$ cat src/rtl/wb_initiator_pkg.sv
// wb_initiator_pkg: shared FSM state type and constants for the Wishbone initiator
package wb_initiator_pkg;

    typedef enum logic [1:0] {
        IDLE,
        REQ,
        RSP
    } state_t;

    localparam logic [31:0] ADR_INC = 32'd4;
    localparam logic [31:0] ERR_DAT = 32'h0;

endpackage

$ cat src/rtl/wb_initiator.sv
// wb_initiator: Wishbone classic-cycle master with valid/ready command and response ports
// Optional macro WB_INITIATOR_TIMEOUT_EN enables the per-beat ack timeout and rsp_err.
module wb_initiator
    import wb_initiator_pkg::*;
#(
    parameter int TSIZE   = 8,
    parameter int TIMEOUT = 255
) (
    input  logic        clk,
    input  logic        rst_n,
    input  logic        cmd_valid,
    output logic        cmd_ready,
    input  logic        cmd_we,
    input  logic [31:0] cmd_adr,
    input  logic [31:0] cmd_dat,
    input  logic [3:0]  cmd_sel,
    input  logic [3:0]  cmd_len,
    output logic        rsp_valid,
    input  logic        rsp_ready,
    output logic [31:0] rsp_dat,
    output logic        rsp_err,
    output logic        rsp_last,
    output logic        busy,
    output logic        wbm_cyc_o,
    output logic        wbm_stb_o,
    output logic [31:0] wbm_adr_o,
    output logic        wbm_we_o,
    output logic [31:0] wbm_dat_o,
    output logic [3:0]  wbm_sel_o,
    input  logic [31:0] wbm_dat_i,
    input  logic        wbm_ack_i
);

    if (TIMEOUT >= (1 << TSIZE)) begin : g_bad_timeout
        $error("wb_initiator: TIMEOUT must be below 2**TSIZE");
    end

    state_t     state;
    logic [3:0] beats_left;
`ifdef WB_INITIATOR_TIMEOUT_EN
    logic [TSIZE-1:0] cnt;
`endif

    // Command acceptance, beat sequencing and response hand-off in one registered FSM
    always_ff @(posedge clk or negedge rst_n) begin
        if (!rst_n) begin
            state      <= IDLE;
            beats_left <= '0;
            cmd_ready  <= 1'b1;
            rsp_valid  <= 1'b0;
            rsp_dat    <= '0;
            rsp_err    <= 1'b0;
            rsp_last   <= 1'b0;
            busy       <= 1'b0;
            wbm_cyc_o  <= 1'b0;
            wbm_stb_o  <= 1'b0;
            wbm_adr_o  <= '0;
            wbm_we_o   <= 1'b0;
            wbm_dat_o  <= '0;
            wbm_sel_o  <= '0;
`ifdef WB_INITIATOR_TIMEOUT_EN
            cnt        <= '0;
`endif
        end else begin
            case (state)
                IDLE: begin
                    if (cmd_valid) begin
                        wbm_we_o   <= cmd_we;
                        wbm_adr_o  <= cmd_adr;
                        wbm_dat_o  <= cmd_dat;
                        wbm_sel_o  <= cmd_sel;
                        beats_left <= cmd_len;
                        wbm_cyc_o  <= 1'b1;
                        wbm_stb_o  <= 1'b1;
                        busy       <= 1'b1;
                        cmd_ready  <= 1'b0;
`ifdef WB_INITIATOR_TIMEOUT_EN
                        cnt        <= '0;
`endif
                        state      <= REQ;
                    end
                end
                REQ: begin
                    // An ack on the expiry cycle still completes the beat normally
                    if (wbm_ack_i) begin
                        wbm_stb_o <= 1'b0;
                        rsp_dat   <= wbm_we_o ? ERR_DAT : wbm_dat_i;
                        rsp_err   <= 1'b0;
                        rsp_last  <= (beats_left == 4'd0);
                        rsp_valid <= 1'b1;
                        state     <= RSP;
                    end
`ifdef WB_INITIATOR_TIMEOUT_EN
                    else if (cnt == TSIZE'(TIMEOUT)) begin
                        wbm_stb_o <= 1'b0;
                        rsp_dat   <= ERR_DAT;
                        rsp_err   <= 1'b1;
                        rsp_last  <= 1'b1;
                        rsp_valid <= 1'b1;
                        state     <= RSP;
                    end else begin
                        cnt <= cnt + 1'b1;
                    end
`endif
                end
                RSP: begin
                    if (rsp_ready) begin
                        rsp_valid <= 1'b0;
                        if (rsp_last || rsp_err) begin
                            wbm_cyc_o <= 1'b0;
                            busy      <= 1'b0;
                            cmd_ready <= 1'b1;
                            state     <= IDLE;
                        end else begin
                            wbm_adr_o  <= wbm_adr_o + ADR_INC;
                            beats_left <= beats_left - 4'd1;
                            wbm_stb_o  <= 1'b1;
`ifdef WB_INITIATOR_TIMEOUT_EN
                            cnt        <= '0;
`endif
                            state      <= REQ;
                        end
                    end
                end
                default: state <= IDLE;
            endcase
        end
    end

endmodule

$ cat config.mk
export PLATFORM = sky130hd
export DESIGN_NAME = wb_initiator
export DESIGN_NICKNAME = d
export VERILOG_FILES = /design/src/rtl/wb_initiator_pkg.sv /design/src/rtl/wb_initiator.sv
export SDC_FILE = /design/constraint.sdc
export NUM_CORES = 1
export LEC_CHECK = 0
export CORE_MARGIN = 2
export CORE_UTILIZATION = 39
export CTS_BUF_LIST = sky130_fd_sc_hd__clkbuf_16
export DETAILED_ROUTE_END_ITERATION = 16
export PLACE_DENSITY = 0.75
export SLEW_MARGIN = 5
export SYNTH_ARGS = -nofsm -noshare
export SYNTH_HDL_FRONTEND = slang
export SYNTH_SLANG_ARGS = --single-unit
$ cat constraint.sdc
create_clock -name clk -period 1.8 [get_ports clk]
set_input_delay 0.18 -clock clk [delete_from_list [all_inputs] [get_ports clk]]
set_output_delay 0.18 -clock clk [all_outputs]
set_load 0.05 [all_outputs]
* Yosys cells after proc, flatten, opt, wreduce, memory -nomap -nowiden
Cells that the tools add are included.
** Cells by class
- Add/subtract/negate cells :: 2
- Eq/ne operators :: 7
- Mux-type cells :: 29
- Reduce and logical (&&, ||, !) cells :: 12
** Operators by type and width (number)
- $mux W32 :: 4
- $pmux W32 S2 :: 1
- $add A32 B3 Y32 const B :: 1
- $mux W1 :: 12
- $mux W4 :: 3
- $ne A2 B2 Y1 const B :: 5
- $pmux W4 S2 :: 1
- $reduce_and A4 Y1 :: 2
- $mux W2 :: 3
- $pmux W1 S2 :: 3
- $pmux W2 S3 :: 1
- $reduce_and A3 Y1 :: 2
- $reduce_and A5 Y1 :: 1
- $logic_not A4 Y1 :: 1
- $reduce_and A2 Y1 :: 2
- $reduce_bool A2 Y1 :: 2
- $sub A4 B1 Y4 const B :: 1
- $pmux W1 S3 :: 1
- $reduce_bool A3 Y1 :: 1
- $eq A2 B1 Y1 const B :: 1
- $eq A2 B2 Y1 const B :: 1
- $logic_not A2 Y1 :: 1
** Storage, ports and cells
- Register bits :: 112
- Input bits :: 110
- Output and inout bits :: 108
- Logic and storage cells :: 62

* Longest topological paths before layout
- Depth after elaboration :: 4
- Gate-level depth with buffers :: 8
- Gate-level depth less buffers :: 6

* Least setup slack after synthesis
Ideal clock, no wire load.
- Kind :: register to register
- Start :: register wbm_adr_o[2]
- End :: register wbm_adr_o[28]
- Setup time :: 0.137 ns
- Arrival :: 2.147 ns
- Required time :: 1.663 ns
- Setup slack :: -0.484 ns
- Cell stages (with the launch flop) :: 7
- Path buffers :: 0
- Clock period less this slack :: 2.284 ns
- Path through :: dfrtp_1 ha_1 nand3_1 or4_4 nor4_4 mux2i_1 a21oi_1
** On the way
- Word-level cells in the longest chain between the ends :: 4
** Ends and longest elaborated chain
- start: declaration :: line wb_initiator.sv:26 : output logic [31:0] wbm_adr_o,
- start signal: assignment :: line wb_initiator.sv:69 : wbm_adr_o <= cmd_adr;
- start signal: assignment :: line wb_initiator.sv:115 : wbm_adr_o <= wbm_adr_o + ADR_INC;
- $add A32 B3 Y32 :: line wb_initiator.sv:115
- $mux W32 :: line wb_initiator.sv:109 : if (rsp_last || rsp_err) begin
- $mux W32 :: line wb_initiator.sv:107 : if (rsp_ready) begin
- $pmux W32 S2 :: line wb_initiator.sv:65 : case (state)
No other way between the ends. The select of a mux whose other input is x is not followed.
A chain may end at the register's enable or synchronous reset.

* Worst setup path in the final report
Same ends and word-level chain as after synthesis.

==> metrics.yaml <==
final_cells: 1041
grt_setup_unrepaired: "yes"
first_pass_iters: 5
cts_buffers: 9
ys.flop_type: "dfrtp_1"
drt_iter0_drc: 368
track_usage: 0.236
io_buffers: 216
antenna_found_initial: 0
yosysWarnings: 0
htree_levels: 3
slowest_stage: "or4_4"
vias_per_cell: 5.17
worstSetupPathDepth: 6
r2r_slack_ns: -0.02
synth_nets: 720
period_minus_slack_ns: 1.82
cts_buffer_depth: 2
drv_cap: 0
combPwrFrac: 0.630
worstSetupEndpointType: "flop"
fillerInstances: 1086
p_sw_uw: 9570
drc_errors: 0
synth.ff_latch_count: 112
status: "complete, but fails checks"
yosys-top-cells-area: "dfrtp_1 53%, nand2_1 13%, o21ai_0 4.7%, nand2b_1 4.0%, a21oi_1 3.5%"
cts_tree: "yes"
dieArea_mm2: 0.0145
place_hpwl_mm: 12.6
rr_startpoint: "wbm_adr_o[2]"
path_clk_slew_ns: 0.08
final_cell_mix: "182 x nand2_1, 182 x clkdlybuf4s50_1, 89 x dfrtp_1"
start_kind: "flop"
yosys.area.top_type_share: 0.526
syn_inst: 608
antenna_cells: 0
p_seq_frac: 0.254
drt-wirelength-per-cell_um: 16.4
setup_ws_ns: -0.0247
tns_ns: -0.0365
core-area_mm2: 0.0132
critical_path.max_stage_delay_ns: 0.54
ys_seq_area_frac: 0.531
grt_pass1_vias: 5433
synth_area_per_cell_um2: 8.68
clock_latency_ns: 0.35
start_util: 0.399
gp_congestion: 0.947
rows: 42
drt_wl_total_mm: 17.0
critPathMaxFanout: 4
crit_required_ns: 2.03
cp_top_family: "simple AND/OR/NAND/NOR gates"
area_delta_synth_final_pct: 61.8
die_width_um: 120
crit_type: "reg -> reg"
clkPwrFrac: 0.116
reg2reg_to: "wbm_adr_o[28]"
finalSetupViolCount: 2
critPathBufInv: 0
tightest_slew_ns: 0.572
grt_max_degree: 70
cts_sinks: 112
dp.cells: 1017
grt_pass1_wl_mm: 27.0
synth_edf_count: 0
synthArstFlopShare: 1.00
violations: "negative setup slack"
ant_nets: 0
grt-ovfl-total: 0
hold_class: "in -> async"
slew_viol_final: 0
power.leakage_uw: 0.00376
root_buffer: "clkbuf_16"
clock_skew_ns: 0.0111
drive_gt1_frac: 0.173
path_cells: "ha_4 -> nand3_4 -> or4_4 -> nor4_4 -> mux2i_1 -> a21oi_1"
arrival_ns: 2.06
yosys.area.top_type: "dfrtp_1"
die_h_um: 120
fin_crit_sh: 1.01
ir_worst_vdd_v: 0.00113
layout.nets: 972
p_int_uw: 9170
r2r_cells: 6
ys_types: 47
fmax_ghz: 0.548
swShare: 0.511
synth_area_mm2: 0.00528
finalHoldViolations: 0
power_density_mw_per_mm2: 2190
ios: 218
relSlewSlack: 0.618
vias: 5379
## worst reg2reg max path: cells and delay by family (launching register included)
| kind | cells | cell delay (ns) |
|---|---|---|
| compound gates | 1 | 0.09 |
| fa+ha+maj | 1 | 0.16 |
| mux | 1 | 0.26 |
| flops | 1 | 0.40 |
| simple gates | 3 | 0.80 |
## per-layer routing
| layer | global-route usage | share of wire | vias to the layer above | routed length (um) |
|---|---|---|---|---|
| li1 | - | - | 2568 | - |
| met1 | 0.292 | 0.40 | 2543 | 6840 |
| met2 | 0.393 | 0.49 | 241 | 8270 |
| met3 | 0.0684 | 0.093 | 27 | 1580 |
| met4 | 0.0887 | 0.020 | 0 | 345 |
| met5 | 0 | 0 | - | 0 |
## flip-flops by register name, indices dropped and copies added (netlist names)
name	cells
beats_left	4
cmd_ready	1
rsp_dat	32
rsp_last	1
rsp_valid	1
state	2
wbm_adr_o	32
wbm_cyc_o	1
wbm_dat_o	32
wbm_sel_o	4
wbm_stb_o	1
wbm_we_o	1
## layout make-up
class / count / area (um^2) / area share
inverter: 7 / 26.3 / 0.00308
multi-input combinational: 452 / 2450 / 0.287
clock inverter: 7 / 96.3 / 0.0113
tap: 176 / 220 / 0.0258
clock buffer: 9 / 225 / 0.0264
timing repair buffer: 278 / 2690 / 0.315
sequential: 112 / 2830 / 0.332
## how the worst max path moves through the flow
stage | from | slack, ns | endpoint
after floorplan | wbm_adr_o[2] | -0.15 | wbm_adr_o[28]
after global placement | cmd_valid | -0.12 | wbm_adr_o[31]
after detailed placement | rsp_ready | -0.12 | wbm_adr_o[31]
after CTS | wbm_adr_o[3] | -0.0009 | wbm_adr_o[28]
after global routing | wbm_adr_o[2] | -0.08 | wbm_adr_o[28]
final | wbm_adr_o[2] | -0.02 | wbm_adr_o[28]
## stage by stage
step / util / cell area, um^2 / hold slack, ns / power [uW] / setup slack, ns
4_1_cts: 0.636 / 8430 / 0.238 / 18600 / -0.000922
2_1_floorplan: - / 5360 / -0.116 / 11900 / -0.153
3_5_place_dp: 0.608 / 8060 / 0.0705 / 16400 / -0.120
6_report: 0.645 / 8540 / 0.235 / 18700 / -0.0247
3_3_place_gp: 0.608 / 8060 / 0.0679 / 16100 / -0.117
5_1_grt: 0.645 / 8540 / 0.255 / 19800 / -0.0839
## cell families (layout without fill, tap and decap cells)
group                      count (synthesis)  in the layout  synth area share
AOI/OAI and AO/OA                        129            129             0.143
buffers and inverters                     44            301            0.0334
adders and majority gates                  2              2           0.00474
and+or+nand+nor                          312            312             0.272
other                                      1              1          0.000710
muxes                                      8              8            0.0152
DFF                                      112            112             0.531
## cells in the mapped netlist (2+ instances only)
cell type  instances
nor3_1             9
o32ai_1            2
o31ai_1            2
nor4_1             6
o22ai_1           13
nor2_1            32
nand4_1           12
and3_1             2
clkbuf_1          30
a22oi_1            3
mux2i_1            8
dfrtp_1          111
a311oi_1           3
a21oi_1           37
inv_1              7
o22a_1             3
a211oi_1           2
nand2b_1          34
nand3_1           16
or3_1              3
ha_1               2
a2bb2oi_1          2
buf_1              2
buf_2              3
nor3b_1            2
buf_4              2
a21o_1             2
a31oi_1            4
nand2_1          183
and4_1             3
or2_2              3
o21ai_0           50
## power by group through the flow
stage          combinational [uW]  sequential (uW)  clock (uW)
2_1_floorplan                3110             8750           0
6_report                    11800             4750        2180
3_3_place_gp                11400             4720           0
5_1_grt                     12600             4900        2330
3_5_place_dp                11600             4790           0
4_1_cts                     11700             4750        2220
## timing repair
| item | 4_1_cts | 5_1_grt |
|---|---|---|
| hold buffers | 1 | 0 |
| setup endpoints to repair | 10 | 44 |
| pin swaps | 1 | 8 |
| cloned | 0 | 0 |
| endpoints found under the hold margin | 15 | 0 |
| resized for setup | 7 | 19 |
| buffers inserted | 4 | 3 |
(Power assumes the default switching activity.)
